### src/rtl/nmi_arbiter_pkg.sv
// Shared types and constants for the /NMI arbiter slice.
// Latency: none (types, constants and a pure helper function only).
// Backpressure: none.
package nmi_arbiter_pkg;

  // Source index of each NMI requester (bit position in src_raw)
  typedef enum logic [1:0] {
    NMI_SRC_MAGIC  = 2'd0,
    NMI_SRC_PAUSE  = 2'd1,
    NMI_SRC_DIVMMC = 2'd2,
    NMI_SRC_KBD    = 2'd3
  } nmi_src_t;

  // Z80 NMI entry point; the M1 fetch of this address acknowledges the NMI
  localparam logic [15:0] NMI_VECTOR = 16'h0066;

  // Arbiter states
  typedef enum logic [1:0] {
    ST_IDLE     = 2'd0,
    ST_WAIT_INT = 2'd1,
    ST_ASSERT   = 2'd2,
    ST_SERVICE  = 2'd3
  } arb_state_t;

  // True on the opcode fetch of the NMI vector
  function automatic logic is_vector_fetch(input logic m1, input logic mreq,
                                           input logic [15:0] addr);
    return m1 && mreq && (addr == NMI_VECTOR);
  endfunction

endpackage

### src/rtl/nmi_arbiter_debounce.sv
// Synchronises one raw button and debounces it into a clean level plus a rise strobe.
// Latency: 2 sync cycles + 2**DEB_W-1 stable cycles before level changes; rise coincides with level 0->1.
// Backpressure: none; the input is sampled every cycle.
module button_debounce
  import nmi_arbiter_pkg::*;
#(
  parameter int DEB_W = 16
) (
  input  logic clk28,
  input  logic rst_n,
  input  logic raw,
  output logic level,
  output logic rise
);

  // Toggle on the last of 2**DEB_W-1 consecutive mismatch cycles
  localparam logic [DEB_W-1:0] CNT_LAST = DEB_W'((1 << DEB_W) - 2);

  logic             sync1_q, sync2_q;
  logic             level_q, level_d;
  logic             rise_q, rise_d;
  logic [DEB_W-1:0] cnt_q, cnt_d;

  // Count consecutive cycles where the synchronised input disagrees with the level
  always_comb begin
    level_d = level_q;
    rise_d  = 1'b0;
    cnt_d   = '0;
    if (sync2_q != level_q) begin
      if (cnt_q == CNT_LAST) begin
        level_d = sync2_q;
        rise_d  = sync2_q;
      end else begin
        cnt_d = cnt_q + 1'b1;
      end
    end
  end

  // Synchroniser and debounce state
  always_ff @(posedge clk28) begin
    if (!rst_n) begin
      sync1_q <= 1'b0;
      sync2_q <= 1'b0;
      level_q <= 1'b0;
      rise_q  <= 1'b0;
      cnt_q   <= '0;
    end else begin
      sync1_q <= raw;
      sync2_q <= sync1_q;
      level_q <= level_d;
      rise_q  <= rise_d;
      cnt_q   <= cnt_d;
    end
  end

  assign level = level_q;
  assign rise  = rise_q;

endmodule

### src/rtl/nmi_arbiter.sv
// Shares the Z80 /NMI line between NSRC debounced requesters with round-robin grant.
// Latency: /NMI falls 1 cycle after the INT-edge strobe, rises 1 cycle after the 0x0066 fetch.
// Backpressure: grants are held off while magic_mode is high; presses meanwhile stay pending.
module nmi_arbiter
  import nmi_arbiter_pkg::*;
#(
  parameter int NSRC  = 4,
  parameter int DEB_W = 16,
  parameter int TMO_W = 20
) (
  input  logic                    clk28,
  input  logic                    rst_n,
  input  logic [NSRC-1:0]         src_raw,
  input  logic                    n_int,
  input  logic                    n_int_next,
  input  logic                    bus_m1,
  input  logic                    bus_mreq,
  input  logic [15:0]             bus_a,
  input  logic                    magic_mode,
  output logic                    n_nmi,
  output logic [$clog2(NSRC)-1:0] nmi_cause,
  output logic [NSRC-1:0]         src_level,
  output logic                    tmo_flag
);

  localparam int               IW       = $clog2(NSRC);
  localparam logic [IW:0]      NSRC_W   = (IW + 1)'(NSRC);
  localparam logic [TMO_W-1:0] TMO_LAST = TMO_W'((1 << TMO_W) - 2);

  logic [NSRC-1:0]  rise_vec;
  logic [NSRC-1:0]  pending_q, pending_d, clr_mask;
  logic [IW-1:0]    rr_ptr_q, rr_ptr_d;
  logic [IW-1:0]    cause_q, cause_d;
  logic [IW-1:0]    win;
  logic [IW:0]      cand;
  logic [IW:0]      rr_inc;
  logic             found;
  logic             ack;
  logic             n_nmi_q, n_nmi_d;
  logic             tmo_flag_q, tmo_flag_d;
  logic [TMO_W-1:0] tmo_cnt_q, tmo_cnt_d;
  arb_state_t       state_q, state_d;

  for (genvar g = 0; g < NSRC; g++) begin : g_src
    button_debounce #(.DEB_W(DEB_W)) u_deb (
      .clk28 (clk28),
      .rst_n (rst_n),
      .raw   (src_raw[g]),
      .level (src_level[g]),
      .rise  (rise_vec[g])
    );
  end

  // Round-robin pick: first pending index at or after rr_ptr, wrapping at NSRC
  always_comb begin
    win   = '0;
    found = 1'b0;
    cand  = '0;
    for (int k = 0; k < NSRC; k++) begin
      cand = {1'b0, rr_ptr_q} + (IW + 1)'(k);
      if (cand >= NSRC_W) begin
        cand = cand - NSRC_W;
      end
      if (!found && pending_q[cand[IW-1:0]]) begin
        win   = cand[IW-1:0];
        found = 1'b1;
      end
    end
  end

  // Arbiter FSM next state, /NMI drive, timeout and pending bookkeeping
  always_comb begin
    state_d    = state_q;
    n_nmi_d    = n_nmi_q;
    cause_d    = cause_q;
    tmo_flag_d = tmo_flag_q;
    tmo_cnt_d  = tmo_cnt_q;
    rr_ptr_d   = rr_ptr_q;
    ack        = 1'b0;
    clr_mask   = '0;
    rr_inc     = {1'b0, cause_q} + 1'b1;
    if (rr_inc >= NSRC_W) begin
      rr_inc = '0;
    end
    case (state_q)
      ST_IDLE: begin
        if (found && !magic_mode) begin
          cause_d = win;
          state_d = ST_WAIT_INT;
        end
      end
      ST_WAIT_INT: begin
        if (!pending_q[cause_q]) begin
          state_d = ST_IDLE;
        end else if (n_int && !n_int_next) begin
          n_nmi_d   = 1'b0;
          tmo_cnt_d = '0;
          state_d   = ST_ASSERT;
        end
      end
      ST_ASSERT: begin
        // The vector fetch wins over a timeout landing in the same cycle
        if (is_vector_fetch(bus_m1, bus_mreq, bus_a)) begin
          n_nmi_d    = 1'b1;
          ack        = 1'b1;
          rr_ptr_d   = rr_inc[IW-1:0];
          tmo_flag_d = 1'b0;
          state_d    = ST_SERVICE;
        end else if (tmo_cnt_q == TMO_LAST) begin
          n_nmi_d    = 1'b1;
          tmo_flag_d = 1'b1;
          state_d    = ST_IDLE;
        end else begin
          tmo_cnt_d = tmo_cnt_q + 1'b1;
        end
      end
      ST_SERVICE: begin
        if (!magic_mode) begin
          state_d = ST_IDLE;
        end
      end
      default: state_d = ST_IDLE;
    endcase
    if (ack) begin
      clr_mask[cause_q] = 1'b1;
    end
    // A new press on the granted source in the ack cycle stays pending
    pending_d = (pending_q & ~clr_mask) | rise_vec;
  end

  // All arbiter state and registered outputs
  always_ff @(posedge clk28) begin
    if (!rst_n) begin
      state_q    <= ST_IDLE;
      n_nmi_q    <= 1'b1;
      cause_q    <= '0;
      tmo_flag_q <= 1'b0;
      tmo_cnt_q  <= '0;
      rr_ptr_q   <= '0;
      pending_q  <= '0;
    end else begin
      state_q    <= state_d;
      n_nmi_q    <= n_nmi_d;
      cause_q    <= cause_d;
      tmo_flag_q <= tmo_flag_d;
      tmo_cnt_q  <= tmo_cnt_d;
      rr_ptr_q   <= rr_ptr_d;
      pending_q  <= pending_d;
    end
  end

  assign n_nmi     = n_nmi_q;
  assign nmi_cause = cause_q;
  assign tmo_flag  = tmo_flag_q;

endmodule

### config.mk
export PLATFORM = sky130hd
export DESIGN_NAME = nmi_arbiter
export DESIGN_NICKNAME = d
export VERILOG_FILES = /design/src/rtl/nmi_arbiter_pkg.sv /design/src/rtl/nmi_arbiter_debounce.sv /design/src/rtl/nmi_arbiter.sv
export SDC_FILE = /design/constraint.sdc
export NUM_CORES = 1
export LEC_CHECK = 0
export ABC_AREA = 1
export BUFFER_PORTS_ARGS = -buffer_cell sky130_fd_sc_hd__buf_2
export CORE_AREA = 2 2 90 136
export DETAILED_ROUTE_END_ITERATION = 8
export DIE_AREA = 0 0 92 138
export PLACE_DENSITY = 0.66
export SKIP_LAST_GASP = 1
export SLEW_MARGIN = 20
export SYNTH_ARGS = -nofsm -noshare
export SYNTH_HDL_FRONTEND = slang
export SYNTH_SLANG_ARGS = --single-unit
### constraint.sdc
create_clock -name clk28 -period 1.8 [get_ports clk28]
set_input_delay 0.36 -clock clk28 [delete_from_list [all_inputs] [get_ports clk28]]
set_output_delay 0.36 -clock clk28 [all_outputs]
set_load 0.01 [all_outputs]
==> results of run 1 <==
==> registers in the layout, summed over array words and instances, names as in the netlist, 2 cells and up <==
register / cells
g_src.u_deb.cnt_q: 64
tmo_cnt_q: 20
g_src.u_deb.level: 4
g_src.u_deb.rise: 4
g_src.u_deb.sync1_q: 4
g_src.u_deb.sync2_q: 4
pending_q: 4
nmi_cause: 2
rr_ptr_q: 2
state_q: 2
==> critical path: cells and delay by family, from the launching register on <==
kind                     cells  cell delay (ns)
flip-flops                   1             0.39
AND/OR/NAND/NOR              4             0.67
AO/OA/AOI/OAI                1             0.15
buffers and inverters        2             0.15
adder cells (fa/ha/maj)      1             0.22
==> power by group through the flow <==
stage	registers [mW]	logic [mW]	clock network, mW
2_1_floorplan	2.56	0.0770	0
3_3_place_gp	2.56	0.128	0
3_5_place_dp	2.56	0.133	0
4_1_cts	2.50	0.133	2.24
5_1_grt	2.50	0.154	2.35
6_report	2.50	0.135	2.18
==> cells by family (layout without fill, tap and decap cells) <==
| family | count (synthesis) | in the layout | synth area share, % |
|---|---|---|---|
| buffers and inverters | 137 | 195 | 9.96 |
| AO/OA/AOI/OAI | 87 | 87 | 8.39 |
| AND/OR/NAND/NOR | 438 | 438 | 35.2 |
| multiplexers | 1 | 1 | 0.178 |
| adder cells (fa/ha/maj) | 14 | 14 | 3.11 |
| flip-flops | 112 | 112 | 39.8 |
| XOR/XNOR | 22 | 22 | 3.42 |
==> cell usage after synthesis (2+ instances only) <==
library cell  count  area [µm²]
a21oi_1          46         230
a31oi_1           4        25.0
buf_2             4        20.0
buf_4             5        37.5
buf_6             3        33.8
clkbuf_1          3        11.3
dfxtp_1         112        2240
ha_1             14         175
inv_1           117         439
inv_2             3        11.3
nand2_1         182         683
nand2_2           3        18.8
nand3_1          39         195
nand3_2           7        70.1
nand3b_1          4        30.0
nand4_1          20         125
nor2_1          125         469
nor2_2            9        56.3
nor2_4            2        22.5
nor3_1           24         120
nor3_2            4        40.0
nor3b_1           6        45.0
nor4_1            4        25.0
o211ai_1          2        15.0
o21a_1            4        30.0
o21ai_0          24         120
o21ai_1           2        10.0
or2_2             3        18.8
xnor2_1           7        61.3
xor2_1           15         131
==> metal layers <==
metal	up-vias	GRT usage [%]	routed length, µm
met3	15	3.43	376
met5	-	0	0
met1	2272	22.6	5000
met2	83	37.2	6440
met4	0	6.76	192
li1	2676	-	-
==> path summary, 6_finish.rpt <==
check,end,slack [ns],cells after the start,startpoint
max,g_src[3].u_deb.cnt_q[14]$_SDFF_PP0_,0.14,8,g_src[3].u_deb.cnt_q[0]$_SDFF_PP0_
min,g_src[2].u_deb.sync1_q$_SDFF_PN0_,0.19,3,src_raw[2]
max reg2reg,g_src[3].u_deb.cnt_q[14]$_SDFF_PP0_,0.14,8,g_src[3].u_deb.cnt_q[0]$_SDFF_PP0_
min reg2reg,g_src[3].u_deb.sync2_q$_SDFF_PN0_,0.42,2,g_src[3].u_deb.sync1_q$_SDFF_PN0_
==> stage by stage <==
stage / std cells / setup WS [ns] / hold WS, ns
final: 1022 / 0.140 / 0.195
after global routing: 1022 / -0.0582 / 0.208
after CTS: 1022 / 0.0562 / 0.184
after detailed placement: 1006 / -0.0766 / 0.405
after global placement: 1006 / -0.0183 / 0.394
after floorplan: 811 / 0.240 / 0.390
==> cell type report <==
| cell class | instances | area, µm² |
|---|---|---|
| Sequential cell | 112 | 2250 |
| Clock inverter | 6 | 91.3 |
| Inverter | 122 | 463 |
| Tap cell | 153 | 191 |
| Multi-Input combinational cell | 562 | 2900 |
| Timing Repair Buffer | 57 | 343 |
| Clock buffer | 10 | 239 |
| Fill cell | 1173 | 5170 |
==> results.yml, run 1 <==
outcome:
  status: "finished, final reports clean"
logic_synthesis:
  post_synth_instance_area_um2: 5640
  yosys_most_used_dff: "dfxtp_1"
  synthDistinctLibCells: 44
  synthArstFlopShare_pct: 0
  yosys_warnings: 0
  synthesis.nets: 852
  synth_edf_count: 0
  avgSynthCellArea_um2: 6.95
  synth_cells: 811
  ys_ff_latch: 112
  ys_seq_area_share_pct: 39.8
sta:
  period_needed_ns: 1.66
  period_share_pct: 92.2
  maxSlewHeadroom_pct: 72.4
  setup_viol: 0
  tightestPinTransition_ns: 0.413
  fin_setup_tns_ns: 0
  slew_violations: 0
  rsz0062_at_grt: "true"
  fin_skew_ns: 0.00743
  max_freq_mhz: 602
  final_hold_viol_count: 0
route:
  wl_per_cell_um: 11.7
  drt_iter0_markers: 204
  vias: 5046
  vias_per_cell: 4.94
  wl_um: 12000
  ant_nets: 0
  dr.pass1.iters: 4
  drc: 0
setup_path:
  criticalPathCategory: "reg2reg"
  path_cells: "ha_1 -> inv_1 -> nor2_1 -> inv_1 -> nor4_4 -> nand2_1 -> o21ai_0 -> nor3b_1"
  cp.required_ns: 2.07
  end_kind: "flip-flop"
  cp_slowest_cell: "dfxtp_1"
  path_common_cell: "inv_1"
  critPathMaxFanout: 5
  crit_path_start_kind: "flip-flop"
  cpPeakStageDelay_ns: 0.39
  crit_arrival_ns: 1.93
cells_and_area:
  num_antenna_cells: 0
  area_growth_pct: 14.9
  utilization_pct: 55.6
  final_nets: 905
  design_area_um2: 6480
  final_common_cell: "nand2_1"
  layout_common_cells: "nand2_1, nor2_1, inv_1"
  drive_gt1_share_pct: 15.5
power:
  seqPwrFrac_pct: 51.9
  p_leak_nw: 2.69
  comb_power_share_pct: 2.8
  pwr-share-clk_pct: 45.3
  finalPower_mw: 4.82
  switchingPower_mw: 1.01
  internal_power_mw: 3.81
  switching_share_pct: 20.9
  ir_worst_vdd_uv: 571
  power_density_nw_per_um2: 743
clock_tree:
  cts_tree: "done"
  cts_hold_buf: 0
  cts_resized: 0
  clkTransAtPathRegs_ns: 0.07
  cts_sinks: 112
  clock_latency_ns: 0.35
  clockBufferDepth: 2
  cts_buffers: 9
  htreeDepth: 3
  cts-root-buf: "clkbuf_16"
  postCtsSetupBuffers: 0
global_route:
  grt_overflow_total: 0
  grt_pass1_vias: 4983
  grt_pass1_wl_um: 21000
  track_usage_pct: 19.9
  antenna_found_initial: 0
  grt_max_degree: 29
placement:
  port_buffers: 34
  hpwl_um: 9230
  dpl_cell_area_um2: 6070
  place_congestion: 0.930
floorplanning:
  rows: 49
  pin_count: 35
  die_height_um: 138
  core_region_area_um2: 11600
  start_util_pct: 48.4
  die_area_um2: 12700
  fp.dieW_um: 92
flow_run:
  drv_cap: 0
min_path:
  hold_path.class: "in2reg"
Power figures use the tool's default switching activity.
==> run 2: changes to the inputs <==
--- a/config.mk
+++ b/config.mk
@@ -7,10 +7,12 @@
 export LEC_CHECK = 0
 export ABC_AREA = 1
 export BUFFER_PORTS_ARGS = -buffer_cell sky130_fd_sc_hd__buf_2
-export CORE_AREA = 2 2 90 136
+export CELL_PAD_IN_SITES_DETAIL_PLACEMENT = 1
+export CELL_PAD_IN_SITES_GLOBAL_PLACEMENT = 1
+export CORE_AREA = 2 2 96 144
 export DETAILED_ROUTE_END_ITERATION = 8
-export DIE_AREA = 0 0 92 138
-export PLACE_DENSITY = 0.66
+export DIE_AREA = 0 0 98 146
+export PLACE_DENSITY_LB_ADDON = 0.1
 export SKIP_LAST_GASP = 1
 export SLEW_MARGIN = 20
 export SYNTH_ARGS = -nofsm -noshare
==> run 2 against run 1 <==
Against the previous run:
- via count is 4.6% higher
- clock skew up 0.00052 ns
- cell count grew 1.5%
- critical path type unchanged
- total power fell by 4.7%
- clock power decreased by 11%
- register-to-register slack worse by 0.02 ns
- critical path depth shrank 1
- maximum frequency decreased by 1.1%
- first-iteration DRC count down 55%
- sequential share of layout area down 0.47 points
- sequential cell count unchanged
==> results.yml, run 2 (same netlist as run 1, synthesis figures left out) <==
sta:
  fin_setup_tns_ns: 0
  final_hold_viol_count: 0
  max_freq_mhz: 596
  period_needed_ns: 1.68
  period_share_pct: 93.3
  slew_violations: 0
  maxSlewHeadroom_pct: 75.6
  tightestPinTransition_ns: 0.364
  fin_skew_ns: 0.00796
  setup_viol: 0
  rsz0062_at_grt: "true"
  worst_slack_ns: 0.121
setup_path:
  cpPeakStageDelay_ns: 0.44
  path_buf_inv: 1
  path_common_cell: "nand2_1"
  critPathMaxFanout: 10
  r2r-start: "pending_q[2]$_SDFF_PN0_"
  crit_arrival_ns: 1.91
  path_cells: "o21ai_0 -> o21ai_2 -> nand3_2 -> nand2_1 -> clkinv_2 -> nand2_1 -> a21oi_1"
  cp_top_family: "simple AND/OR/NAND/NOR gates"
  rr_worst_depth: 7
  cp_slowest_cell: "dfxtp_1"
  r2r_slack_ns: 0.12
  cp.required_ns: 2.03
  crit_path_start_kind: "flip-flop"
  end_kind: "flip-flop"
  r2r-end: "tmo_cnt_q[8]$_SDFFE_PN0P_"
  criticalPathCategory: "reg2reg"
route:
  drc: 0
  wl_um: 15000
  wl_per_cell_um: 14.5
  vias_per_cell: 5.09
  dr.pass1.iters: 4
  drt_iter0_markers: 91
  vias: 5278
  ant_nets: 0
min_path:
  holdCritStartpoint: "src_raw[0]"
  min_path_cells: 3
  min_to: "g_src[0].u_deb.sync1_q$_SDFF_PN0_"
  hold_path.class: "in2reg"
cells_and_area:
  max_flop_register: "g_src.u_deb.cnt_q"
  layout_common_cells: "nand2_1, nor2_1, inv_1"
  design_area_um2: 6600
  final_nets: 917
  reg_top3: "g_src.u_deb.cnt_q: 64 flops, tmo_cnt_q: 20 flops"
  num_antenna_cells: 0
  drive_gt1_share_pct: 17.7
  area_growth_pct: 17.0
  largest_reg_flops: 64
  final_common_cell: "nand2_1"
floorplanning:
  die_height_um: 146
  core_region_area_um2: 13000
  die_area_um2: 14300
  fp.dieW_um: 98
  start_util_pct: 43.5
  pin_count: 35
  rows: 51
placement:
  port_buffers: 34
  place_congestion: 0.850
  dpl_worst_slack_ns: -0.0317
  hpwl_um: 11500
  dpl_cell_area_um2: 6120
clock_tree:
  clkTransAtPathRegs_ns: 0.07
  cts_hold_buf: 0
  htreeDepth: 3
  cts_buffers: 9
  clockBufferDepth: 2
  cts-root-buf: "clkbuf_16"
  cts_tree: "done"
  clock_latency_ns: 0.34
  cts_sinks: 112
power:
  pwr-share-clk_pct: 42.4
  switchingPower_mw: 0.984
  switching_share_pct: 21.4
  power_density_nw_per_um2: 696
  comb_power_share_pct: 3.1
  p_leak_nw: 2.77
  seqPwrFrac_pct: 54.5
  ir_worst_vdd_uv: 448
  internal_power_mw: 3.60
global_route:
  grt_max_degree: 29
  track_usage_pct: 21.2
  grt_pass1_wl_um: 25400
  grt_overflow_total: 0
  antenna_found_initial: 0
  grt_pass1_vias: 5811
flow_run:
  drv_cap: 0
outcome:
  status: "finished, final reports clean"
[run 2: changes by cell type in the layout (fill, tap and decap cells not counted), moves of 3 or more]
cell	previous run	this run
buf_4	23	32
dfxtp_1	104	98
dfxtp_2	8	13
inv_2	7	4
[run 2: what timing repair did]
action,in CTS,in global routing
pin swaps,2,5
endpoints found under the setup margin,19,51
resized for setup,6,39
buffers inserted,1,6
cloned,0,1
[run 2: how the worst max path moves through the flow]
stage / start / to / slack [ns] / cells past startpoint
floorplan: tmo_cnt_q[0]$_SDFFE_PN0P_ / tmo_cnt_q[1]$_SDFFE_PN0P_ / 0.24 / 12
CTS: g_src[1].u_deb.cnt_q[0]$_SDFF_PP0_ / g_src[1].u_deb.cnt_q[14]$_SDFF_PP0_ / 0.00008 / 11
global route: g_src[0].u_deb.cnt_q[0]$_SDFF_PP0_ / g_src[0].u_deb.cnt_q[14]$_SDFF_PP0_ / -0.05 / 10
global placement: tmo_cnt_q[11]$_SDFFE_PN0P_ / tmo_cnt_q[13]$_SDFFE_PN0P_ / 0.05 / 8
finish: pending_q[2]$_SDFF_PN0_ / tmo_cnt_q[8]$_SDFFE_PN0P_ / 0.12 / 7
detailed placement: nmi_cause[0]$_SDFFE_PN0P_ / tmo_cnt_q[8]$_SDFFE_PN0P_ / -0.03 / 7
[run 2: worst min-delay path, delay by kind of cell]
| family | cells | cell delay, ns |
|---|---|---|
| buffers and inverters | 2 | 0.11 |
| and+or+nand+nor | 1 | 0.04 |
[run 2: per-layer routing]
| layer | share of wire [%] | vias up | GRT usage [%] |
|---|---|---|---|
| li1 | - | 2690 | - |
| met1 | 38 | 2513 | 20.1 |
| met2 | 58 | 50 | 44.5 |
| met3 | 2.5 | 25 | 3.17 |
| met4 | 2.1 | 0 | 6.81 |
| met5 | 0 | - | 0 |
[run 2: area by class of cell]
cell class / count / area [µm²]
sequential: 112 / 2260
timing repair buffer: 68 / 450
inverter: 122 / 464
tap: 159 / 199
fill: 1708 / 6360
multi-input combinational: 563 / 2950
clock inverter: 3 / 43.8
clock buffer: 10 / 229
[run 2: power groups by stage]
stage	clock (mW)	sequential (mW)	combinational, mW
3_5_place_dp	0	2.56	0.139
2_1_floorplan	0	2.56	0.0770
3_3_place_gp	0	2.56	0.131
6_report	1.95	2.50	0.141
4_1_cts	2.00	2.50	0.141
5_1_grt	2.09	2.50	0.159
[run 2: metrics by stage]
stage / hold WS (ns) / total power, mW / util (%) / std cells
3_3_place_gp: 0.394 / 2.69 / 47.2 / 1016
5_1_grt: 0.195 / 4.75 / 50.9 / 1037
2_1_floorplan: 0.390 / 2.63 / - / 811
6_report: 0.200 / 4.59 / 50.9 / 1037
4_1_cts: 0.191 / 4.64 / 49.5 / 1030
3_5_place_dp: 0.401 / 2.70 / 47.2 / 1016
